$ cat src/rtl/sim_ctrl_pkg.sv
// Shared definitions for the simulation clock controller.
//   state_t          controller state encoding (INIT, IDLE, RUN, STEP)
//   INIT_CYCLES_DEF  default number of cycles gate_rst is held in INIT
package sim_ctrl_pkg;

  localparam int unsigned INIT_CYCLES_DEF = 4;

  typedef enum logic [1:0] {
    ST_INIT = 2'd0,
    ST_IDLE = 2'd1,
    ST_RUN  = 2'd2,
    ST_STEP = 2'd3
  } state_t;

endpackage

$ cat src/rtl/sim_clock_ctrl_if.sv
// Request/status bundle between a host and the simulation clock controller.
//   init_req, run, halt, step_req, step_count   host -> controller
//   gate_ce, gate_rst, busy, done, aborted,
//   tick_cnt                                     controller -> host/fabric
// master = host side, slave = controller side.
interface sim_clock_ctrl_if #(
  parameter int unsigned CNT_W  = 16,
  parameter int unsigned TICK_W = 32
);
  logic              init_req;
  logic              run;
  logic              halt;
  logic              step_req;
  logic [CNT_W-1:0]  step_count;
  logic              gate_ce;
  logic              gate_rst;
  logic              busy;
  logic              done;
  logic              aborted;
  logic [TICK_W-1:0] tick_cnt;

  modport master (
    output init_req, run, halt, step_req, step_count,
    input  gate_ce, gate_rst, busy, done, aborted, tick_cnt
  );

  modport slave (
    input  init_req, run, halt, step_req, step_count,
    output gate_ce, gate_rst, busy, done, aborted, tick_cnt
  );
endinterface

$ cat src/rtl/down_counter.sv
// Loadable down counter shared by the INIT hold and the step burst.
//   clk, rst     clock, asynchronous active-low reset (count -> 0)
//   load_i       load load_val_i (wins over dec_i)
//   dec_i        decrement by one, saturating at zero
//   count_o      current count
//   zero_o       count is zero
module down_counter #(
  parameter int unsigned W = 16
) (
  input  logic         clk,
  input  logic         rst,
  input  logic         load_i,
  input  logic         dec_i,
  input  logic [W-1:0] load_val_i,
  output logic [W-1:0] count_o,
  output logic         zero_o
);
  logic [W-1:0] cnt_q;

  always_ff @(posedge clk or negedge rst) begin
    if (!rst) begin
      cnt_q <= '0;
    end else if (load_i) begin
      cnt_q <= load_val_i;
    end else if (dec_i && (cnt_q != '0)) begin
      cnt_q <= cnt_q - W'(1);
    end
  end

  assign count_o = cnt_q;
  assign zero_o  = (cnt_q == '0);
endmodule

$ cat src/rtl/sim_clock_ctrl.sv
// Simulation clock controller: gates a fabric clock enable for INIT, free
// RUN and counted STEP bursts. All outputs are registered.
//   clk   single clock
//   rst   asynchronous active-low reset (forces INIT)
//   ctl   sim_clock_ctrl_if.slave: requests in, gate_ce/gate_rst/busy/
//         done/aborted/tick_cnt out
module sim_clock_ctrl
  import sim_ctrl_pkg::*;
#(
  parameter int unsigned INIT_CYCLES = INIT_CYCLES_DEF,
  parameter int unsigned CNT_W       = 16,
  parameter int unsigned TICK_W      = 32
) (
  input  logic                 clk,
  input  logic                 rst,
  sim_clock_ctrl_if.slave      ctl
);
  // INIT starts with the counter at zero (reset or init_req), reloads it on
  // its first cycle and ends on the cycle the count reaches one; this keeps
  // the counter's reset value at zero while still giving INIT_CYCLES cycles.
  localparam bit               INIT_SHORT  = (INIT_CYCLES <= 1);
  localparam logic [CNT_W-1:0] INIT_RELOAD = (INIT_CYCLES > 1) ? CNT_W'(INIT_CYCLES - 1) : '0;

  state_t            state_q, state_d;
  logic              cnt_load, cnt_dec, cnt_zero;
  logic [CNT_W-1:0]  cnt_val, cnt;
  logic              init_last;

  logic              gate_ce_q, gate_ce_d;
  logic              gate_rst_q, gate_rst_d;
  logic              busy_q, busy_d;
  logic              done_q, done_d;
  logic              aborted_q, aborted_d;
  logic [TICK_W-1:0] tick_q, tick_d;

  down_counter #(.W(CNT_W)) u_cnt (
    .clk        (clk),
    .rst        (rst),
    .load_i     (cnt_load),
    .dec_i      (cnt_dec),
    .load_val_i (cnt_val),
    .count_o    (cnt),
    .zero_o     (cnt_zero)
  );

  assign init_last = (cnt == CNT_W'(1)) || (cnt_zero && INIT_SHORT);

  always_comb begin
    state_d   = state_q;
    cnt_load  = 1'b0;
    cnt_dec   = 1'b0;
    cnt_val   = '0;
    done_d    = 1'b0;
    aborted_d = 1'b0;

    if (ctl.init_req) begin
      state_d   = ST_INIT;
      cnt_load  = 1'b1;
      aborted_d = (state_q == ST_STEP);
    end else begin
      unique case (state_q)
        ST_INIT: begin
          if (init_last) begin
            state_d = ST_IDLE;
            done_d  = 1'b1;
          end else if (cnt_zero) begin
            cnt_load = 1'b1;
            cnt_val  = INIT_RELOAD;
          end else begin
            cnt_dec = 1'b1;
          end
        end
        ST_IDLE: begin
          if (ctl.run) begin
            state_d = ST_RUN;
          end else if (ctl.step_req) begin
            if (ctl.step_count == '0) begin
              done_d = 1'b1;
            end else begin
              // Counter holds the evaluations remaining after the current one.
              state_d  = ST_STEP;
              cnt_load = 1'b1;
              cnt_val  = ctl.step_count - CNT_W'(1);
            end
          end
        end
        ST_RUN: begin
          if (ctl.halt || !ctl.run) state_d = ST_IDLE;
        end
        ST_STEP: begin
          if (ctl.halt) begin
            state_d   = ST_IDLE;
            aborted_d = 1'b1;
          end else if (cnt_zero) begin
            state_d = ST_IDLE;
            done_d  = 1'b1;
          end else begin
            cnt_dec = 1'b1;
          end
        end
        default: state_d = ST_INIT;
      endcase
    end

    gate_ce_d  = (state_d == ST_RUN) || (state_d == ST_STEP);
    gate_rst_d = (state_d == ST_INIT);
    busy_d     = (state_d != ST_IDLE);
    tick_d     = ctl.init_req ? '0 : tick_q + TICK_W'(gate_ce_q);
  end

  always_ff @(posedge clk or negedge rst) begin
    if (!rst) begin
      state_q    <= ST_INIT;
      gate_ce_q  <= 1'b0;
      gate_rst_q <= 1'b1;
      busy_q     <= 1'b1;
      done_q     <= 1'b0;
      aborted_q  <= 1'b0;
      tick_q     <= '0;
    end else begin
      state_q    <= state_d;
      gate_ce_q  <= gate_ce_d;
      gate_rst_q <= gate_rst_d;
      busy_q     <= busy_d;
      done_q     <= done_d;
      aborted_q  <= aborted_d;
      tick_q     <= tick_d;
    end
  end

  assign ctl.gate_ce  = gate_ce_q;
  assign ctl.gate_rst = gate_rst_q;
  assign ctl.busy     = busy_q;
  assign ctl.done     = done_q;
  assign ctl.aborted  = aborted_q;
  assign ctl.tick_cnt = tick_q;
endmodule
$ cat src/flat_wrapper.sv
// flat-port wrapper written by rule: the top's interface ports become plain ports
module sim_clock_ctrl_flat import sim_ctrl_pkg::*;
#(
  parameter int unsigned INIT_CYCLES = INIT_CYCLES_DEF,
  parameter int unsigned CNT_W       = 16,
  parameter int unsigned TICK_W      = 32
)
  (clk, rst, ctl_init_req, ctl_run, ctl_halt, ctl_step_req, ctl_step_count, ctl_gate_ce, ctl_gate_rst, ctl_busy, ctl_done, ctl_aborted, ctl_tick_cnt);
  sim_clock_ctrl_if #(.CNT_W(CNT_W), .TICK_W(TICK_W)) ctl_i ();
  input  logic clk;
  input  logic rst;
  input wire logic [$bits(ctl_i.init_req)-1:0] ctl_init_req;
  input wire logic [$bits(ctl_i.run)-1:0] ctl_run;
  input wire logic [$bits(ctl_i.halt)-1:0] ctl_halt;
  input wire logic [$bits(ctl_i.step_req)-1:0] ctl_step_req;
  input wire logic [$bits(ctl_i.step_count)-1:0] ctl_step_count;
  output wire logic [$bits(ctl_i.gate_ce)-1:0] ctl_gate_ce;
  output wire logic [$bits(ctl_i.gate_rst)-1:0] ctl_gate_rst;
  output wire logic [$bits(ctl_i.busy)-1:0] ctl_busy;
  output wire logic [$bits(ctl_i.done)-1:0] ctl_done;
  output wire logic [$bits(ctl_i.aborted)-1:0] ctl_aborted;
  output wire logic [$bits(ctl_i.tick_cnt)-1:0] ctl_tick_cnt;
  assign ctl_i.init_req = ctl_init_req;
  assign ctl_i.run = ctl_run;
  assign ctl_i.halt = ctl_halt;
  assign ctl_i.step_req = ctl_step_req;
  assign ctl_i.step_count = ctl_step_count;
  assign ctl_gate_ce = ctl_i.gate_ce;
  assign ctl_gate_rst = ctl_i.gate_rst;
  assign ctl_busy = ctl_i.busy;
  assign ctl_done = ctl_i.done;
  assign ctl_aborted = ctl_i.aborted;
  assign ctl_tick_cnt = ctl_i.tick_cnt;
  sim_clock_ctrl #(.INIT_CYCLES(INIT_CYCLES), .CNT_W(CNT_W), .TICK_W(TICK_W)) u_core (.clk(clk), .rst(rst), .ctl(ctl_i));
endmodule
$ cat config.mk
export PLATFORM = sky130hd
export DESIGN_NAME = sim_clock_ctrl_flat
export DESIGN_NICKNAME = d
export VERILOG_FILES = /design/src/rtl/sim_ctrl_pkg.sv /design/src/rtl/sim_clock_ctrl_if.sv /design/src/rtl/down_counter.sv /design/src/rtl/sim_clock_ctrl.sv /design/src/flat_wrapper.sv
export SDC_FILE = /design/constraint.sdc
export NUM_CORES = 1
export LEC_CHECK = 0
export ABC_AREA = 1
export BUFFER_PORTS_ARGS = -buffer_cell sky130_fd_sc_hd__buf_2
export CORE_ASPECT_RATIO = 1.5
export CORE_MARGIN = 8
export CORE_UTILIZATION = 24
export CTS_BUF_LIST = sky130_fd_sc_hd__clkbuf_16
export DETAILED_ROUTE_END_ITERATION = 8
export GPL_TIMING_DRIVEN = 0
export PLACE_DENSITY_LB_ADDON = 0.05
export SLEW_MARGIN = 20
export SYNTH_ARGS = -nofsm -noshare
export SYNTH_HDL_FRONTEND = slang
export SYNTH_SLANG_ARGS = --single-unit
export TNS_END_PERCENT = 20
$ cat constraint.sdc
create_clock -name clk -period 2.3 [get_ports clk]
set_input_delay 0.345 -clock clk [delete_from_list [all_inputs] [get_ports clk]]
set_output_delay 0.345 -clock clk [all_outputs]
set_load 0.005 [all_outputs]
Yosys cells after proc, flatten, opt, wreduce, memory -nomap -nowiden. Cells that the tools add are included.

Add/subtract/negate cells: 3. Eq/ne operators: 7. Multiplexer cells: 41. Reductions and logical operators: 10.

Operator list (count): $mux W16 (7); $add A32 B1 Y32 (1); $logic_not A16 Y1 (2); $mux W32 (1); $pmux W16 S2 (1); $sub A16 B1 Y16 const B (2); $mux W1 (19); $mux W2 (9); $eq A16 B1 Y1 const B (1); $reduce_bool A16 Y1 (1); $eq A2 B2 Y1 const B (4); $pmux W2 S4 (1); $logic_not A2 Y1 (2); $pmux W1 S2 (2); $pmux W1 S3 (1); $eq A2 B1 Y1 const B (1); $logic_or A1 B1 Y1 (2); $ne A2 B1 Y1 const B (1); $reduce_bool A2 Y1 (1); $logic_and A1 B1 Y1 (1); $logic_not A1 Y1 (1).

Flip-flop bits (word level): 55. Input bits: 22.

Longest topological paths before layout.
Depth after elaboration: 8. Gate-level depth with buffers: 12. Gate-level depth less buffers: 12.

By module. A second synthesis with hierarchy kept.

Cells, all modules: 589. Area total of the unflattened synthesis: 4135.2 um^2.

Modules (own cells, without submodules): sim_clock_ctrl (instances 1, cells an instance 408, area an instance 2797.7 um^2); down_counter (instances 1, cells an instance 181, area an instance 1337.5 um^2).

Least setup slack after synthesis. No wires, ideal clock.

Kind: reg2reg. From: register u_core.state_q[1]. To: register u_core.u_cnt.cnt_q[4], in the netlist u_core.u_cnt.count_o[4]. Data arrival time: 1.697 ns. Data required time: 2.235 ns. Setup slack: 0.538 ns. Cell stages (with the launch flop): 12. Path buffers: 1. Clock period less this slack: 1.762 ns. Cell sequence: dfrtp_1 > inv_1 > ha_1 > nand2_1 > nor2_1 > nand2_4 > nor2_1 > buf_4 > nand3_1 > nand2_1 > nand2_1 > nand2_1.

Longest elaborated chain between the ends: 5. Elaborated cells on any way between the ends: 12.

Ends and longest elaborated chain: start: declaration (line sim_clock_ctrl.sv:24) `state_t state_q, state_d;`; start signal: assignment (line sim_clock_ctrl.sv:121) `state_q <= state_d;`; $eq A2 B2 Y1 or $logic_not A2 Y1 (tied branches) (line sim_clock_ctrl.sv:61) `unique case (state_q)`; $pmux W1 S2 (line sim_clock_ctrl.sv:61); $mux W1 (line sim_clock_ctrl.sv:56) `if (ctl.init_req) begin`; $logic_and A1 B1 Y1 (line down_counter.sv:25) `end else if (dec_i && (cnt_q != '0)) begin`; $reduce_bool A2 Y1 (no source line); end signal: assignment (line down_counter.sv:24) `cnt_q <= load_val_i;`; end signal: assignment (line down_counter.sv:26) `cnt_q <= cnt_q - W'(1);`; end: declaration (line down_counter.sv:18) `logic [W-1:0] cnt_q;`.

Parallel ways exist; a longest one is shown, timed or not. A chain may end at the register's enable or synchronous reset.

Final worst setup path.
From: register u_core.state_q[1]. To: register u_core.u_cnt.cnt_q[13], in the netlist u_core.u_cnt.count_o[13].

Same word-level chain as after synthesis.

==> impl_metrics.toml <==
[drt]
via_count = 3793
ant_nets = 0
route.detailed.drc = 0
drt_iter0_markers = 124
viasPerCell = 4.473
wl_per_cell_um = 15.43
finalWirelength_um = 13080
drtPass1Iterations = 6

[final_layout]
antenna_cells = 0
fin_area_um2 = 4656
area_growth_pct = 18.54
final_common_cell = "nand2_1"
nets = 674
drive_above_1_share = 0.1495
final_cell_mix = "169 x nand2_1, 92 x nor2_1, 60 x nand3_1"

[synthesis]
syn_nets = 610
syn_avg_cell_area_um2 = 6.807
synth_cell_types = 33
synth_seq_cells = 55
synthTopCellsByArea = "dfrtp_1 34%, nand2_1 16%, nor2_1 8.9%"
ys_warn_count = 0
yosysTopAreaCellShare = 0.3377
synth_area_um2 = 3928
syn_inst = 577
ys_seq_area_frac = 0.3511
synth_top_area_cell = "dfrtp_1"

[power_and_ir_drop]
ir_drop_mv = 0.2865
power_density_nw_per_um2 = 829.3
p_leak_uw = 0.002340

[setup_path]
path_depth = 11
critPathArrivalTime_ns = 2.32
critPathKind = "reg -> reg"
endpoint_kind = "flip-flop"
slowest_delay_ns = 0.42
crit_fanout = 10
crit_family = "simple AND/OR/NAND/NOR gates"
start_kind = "flip-flop"
crit_top_cell = "nand2_1"
path_cells = "inv_1 -> ha_1 -> nand2_1 -> nor2_4 -> nand2_4 -> nor2_1 -> buf_4 -> nand3_1 -> nand2_1 -> nand2_1 -> nand2_1"
worst-path-buf-inv = 2
r2r_cells = 11
slowest_stage = "dfrtp_1"
cp_data_required_time_ns = 2.54

[clock_tree]
clock_path_buffers = 2
clock_latency_ns = 0.30
clk_pin_slew_worst_paths_ns = 0.08
htreeDepth = 2
cts_tree = "done"
ctsHoldBuffers = 0
root_buffer = "clkbuf_16"
cts_buffers = 5
cts_sinks = 55

[placement]
gp_congestion = 0.8256
hpwl_um = 10630
dpl_worst_slack_ns = -0.1211
io_buffer_count = 57
dpl_cell_area_um2 = 4473

[global_routing]
grtUsageTotal = 0.1283
antenna_found_initial = 0
grt_overflow = 0
grt_pass1_vias = 4001
grt_pass1_wl_um = 21060
grt_max_degree = 56

[floorplanning]
die_h_um = 172.7
die_w_um = 120.5
io-pin-count = 59
placementRows = 57
die-area_um2 = 20800
core_um2 = 16120
initial_core_util = 0.2437

[timing]
max_freq_mhz = 479.2
fin_crit_sh = 0.9074
hold_viol_final = 0
tightestPinTransition_ns = 0.7572
rsz0062_at_grt = "false"
max_slew_margin = 0.4952
drv_slew = 0
fin_ws_ns = 0.2131
fin_skew_ns = 0.01183
finalSetupViolCount = 0
period_needed_ns = 2.087

[hold_path]
hp-class = "in -> async"

[run]
drv_cap = 0

[outcome]
status = "finished, final reports clean"
## synth_stat cells
cell	n
nand2_4	3
dfstp_2	2
dfrtp_1	53
buf_2	1
nor3b_1	1
nor2_8	1
clkbuf_1	2
a21oi_1	13
nand4_2	1
nand2_2	4
xnor2_1	8
nor2_2	6
and2_1	1
inv_1	57
and3_1	2
buf_6	1
ha_1	11
nand2_1	170
buf_4	4
nand4_1	9
nor2_4	3
buf_1	2
nand3_4	1
a21oi_4	1
nor3_1	16
clkinv_1	1
o21ai_0	20
nand3_1	60
a31oi_1	1
nor2_1	93
xor2_1	24
nand3b_1	4
inv_2	1
## metrics by stage
stage | util | setup TNS [ns] | std cells | hold slack (ns) | total power [uW]
5_1_grt | 0.2889 | 0 | 848 | 0.1784 | 4189
6_report | 0.2889 | 0 | 848 | 0.1065 | 3861
4_1_cts | 0.2881 | 0 | 848 | 0.1516 | 3935
3_3_place_gp | 0.2774 | -0.3583 | 840 | 0.5344 | 2992
3_5_place_dp | 0.2775 | -0.2550 | 840 | 0.4803 | 2988
2_1_floorplan | - | 0 | 577 | 0.04941 | 2495
## layer usage
layer,vias up,share of wire,GRT usage
met2,80,0.56,0.2556
met5,-,0,0
met3,23,0.028,0.01598
met4,0,0.038,0.06221
li1,1956,-,-
met1,1734,0.37,0.1232
## worst paths after layout
| check | startpoint | end | slack (ns) |
|---|---|---|---|
| worst min register to register | u_core.ctl.tick_cnt[31] | u_core.ctl.tick_cnt[31] | 0.55 |
| worst max register to register | u_core.state_q[1] | u_core.u_cnt.count_o[13] | 0.21 |
| max in group asynchronous | rst | u_core.ctl.tick_cnt[13] | 1.69 |
| worst max-delay path | u_core.state_q[1] | u_core.u_cnt.count_o[13] | 0.21 |
| min in group clk | ctl_halt | u_core.ctl.aborted | 0.30 |
| worst min-delay path | rst | u_core.ctl.tick_cnt[4] | 0.11 |
## state kept, by name, indices dropped and copies added, names as in the netlist
register / count
u_core.ctl.aborted: 1
u_core.ctl.busy: 1
u_core.ctl.done: 1
u_core.ctl.gate_ce: 1
u_core.ctl.gate_rst: 1
u_core.ctl.tick_cnt: 32
u_core.state_q: 2
u_core.u_cnt.count_o: 16
## report_power, final
group / internal [uW] / total [uW] / switching, uW
logic: 569 / 1720 / 1150
registers: 1100 / 1220 / 124
clock network: 517 / 925 / 408
total: 2180 / 3860 / 1680
## logic make-up after synthesis
group	synth area share
AO/OA/AOI/OAI	0.04779
XOR/XNOR	0.07136
adder cells (fa/ha/maj)	0.03504
buffers and inverters	0.07200
flip-flops	0.3511
AND/OR/NAND/NOR	0.4227
## cell type report
class                   count  area [um2]
clock inverters             3       42.54
repair buffers             57       287.8
flip-flops and latches     55        1379
fillers                  1861       11460
multi-input cells         453        2281
clock buffers               5       125.1
inverters                  59       221.5
well taps                 206       257.7
plain buffers              10       61.31
## repair_timing
item | in CTS | in global routing
buffers inserted | 0 | 0
endpoints found under the setup margin | 10 | 3
resized for setup | 1 | 3
Power figures use the tool's default switching activity.
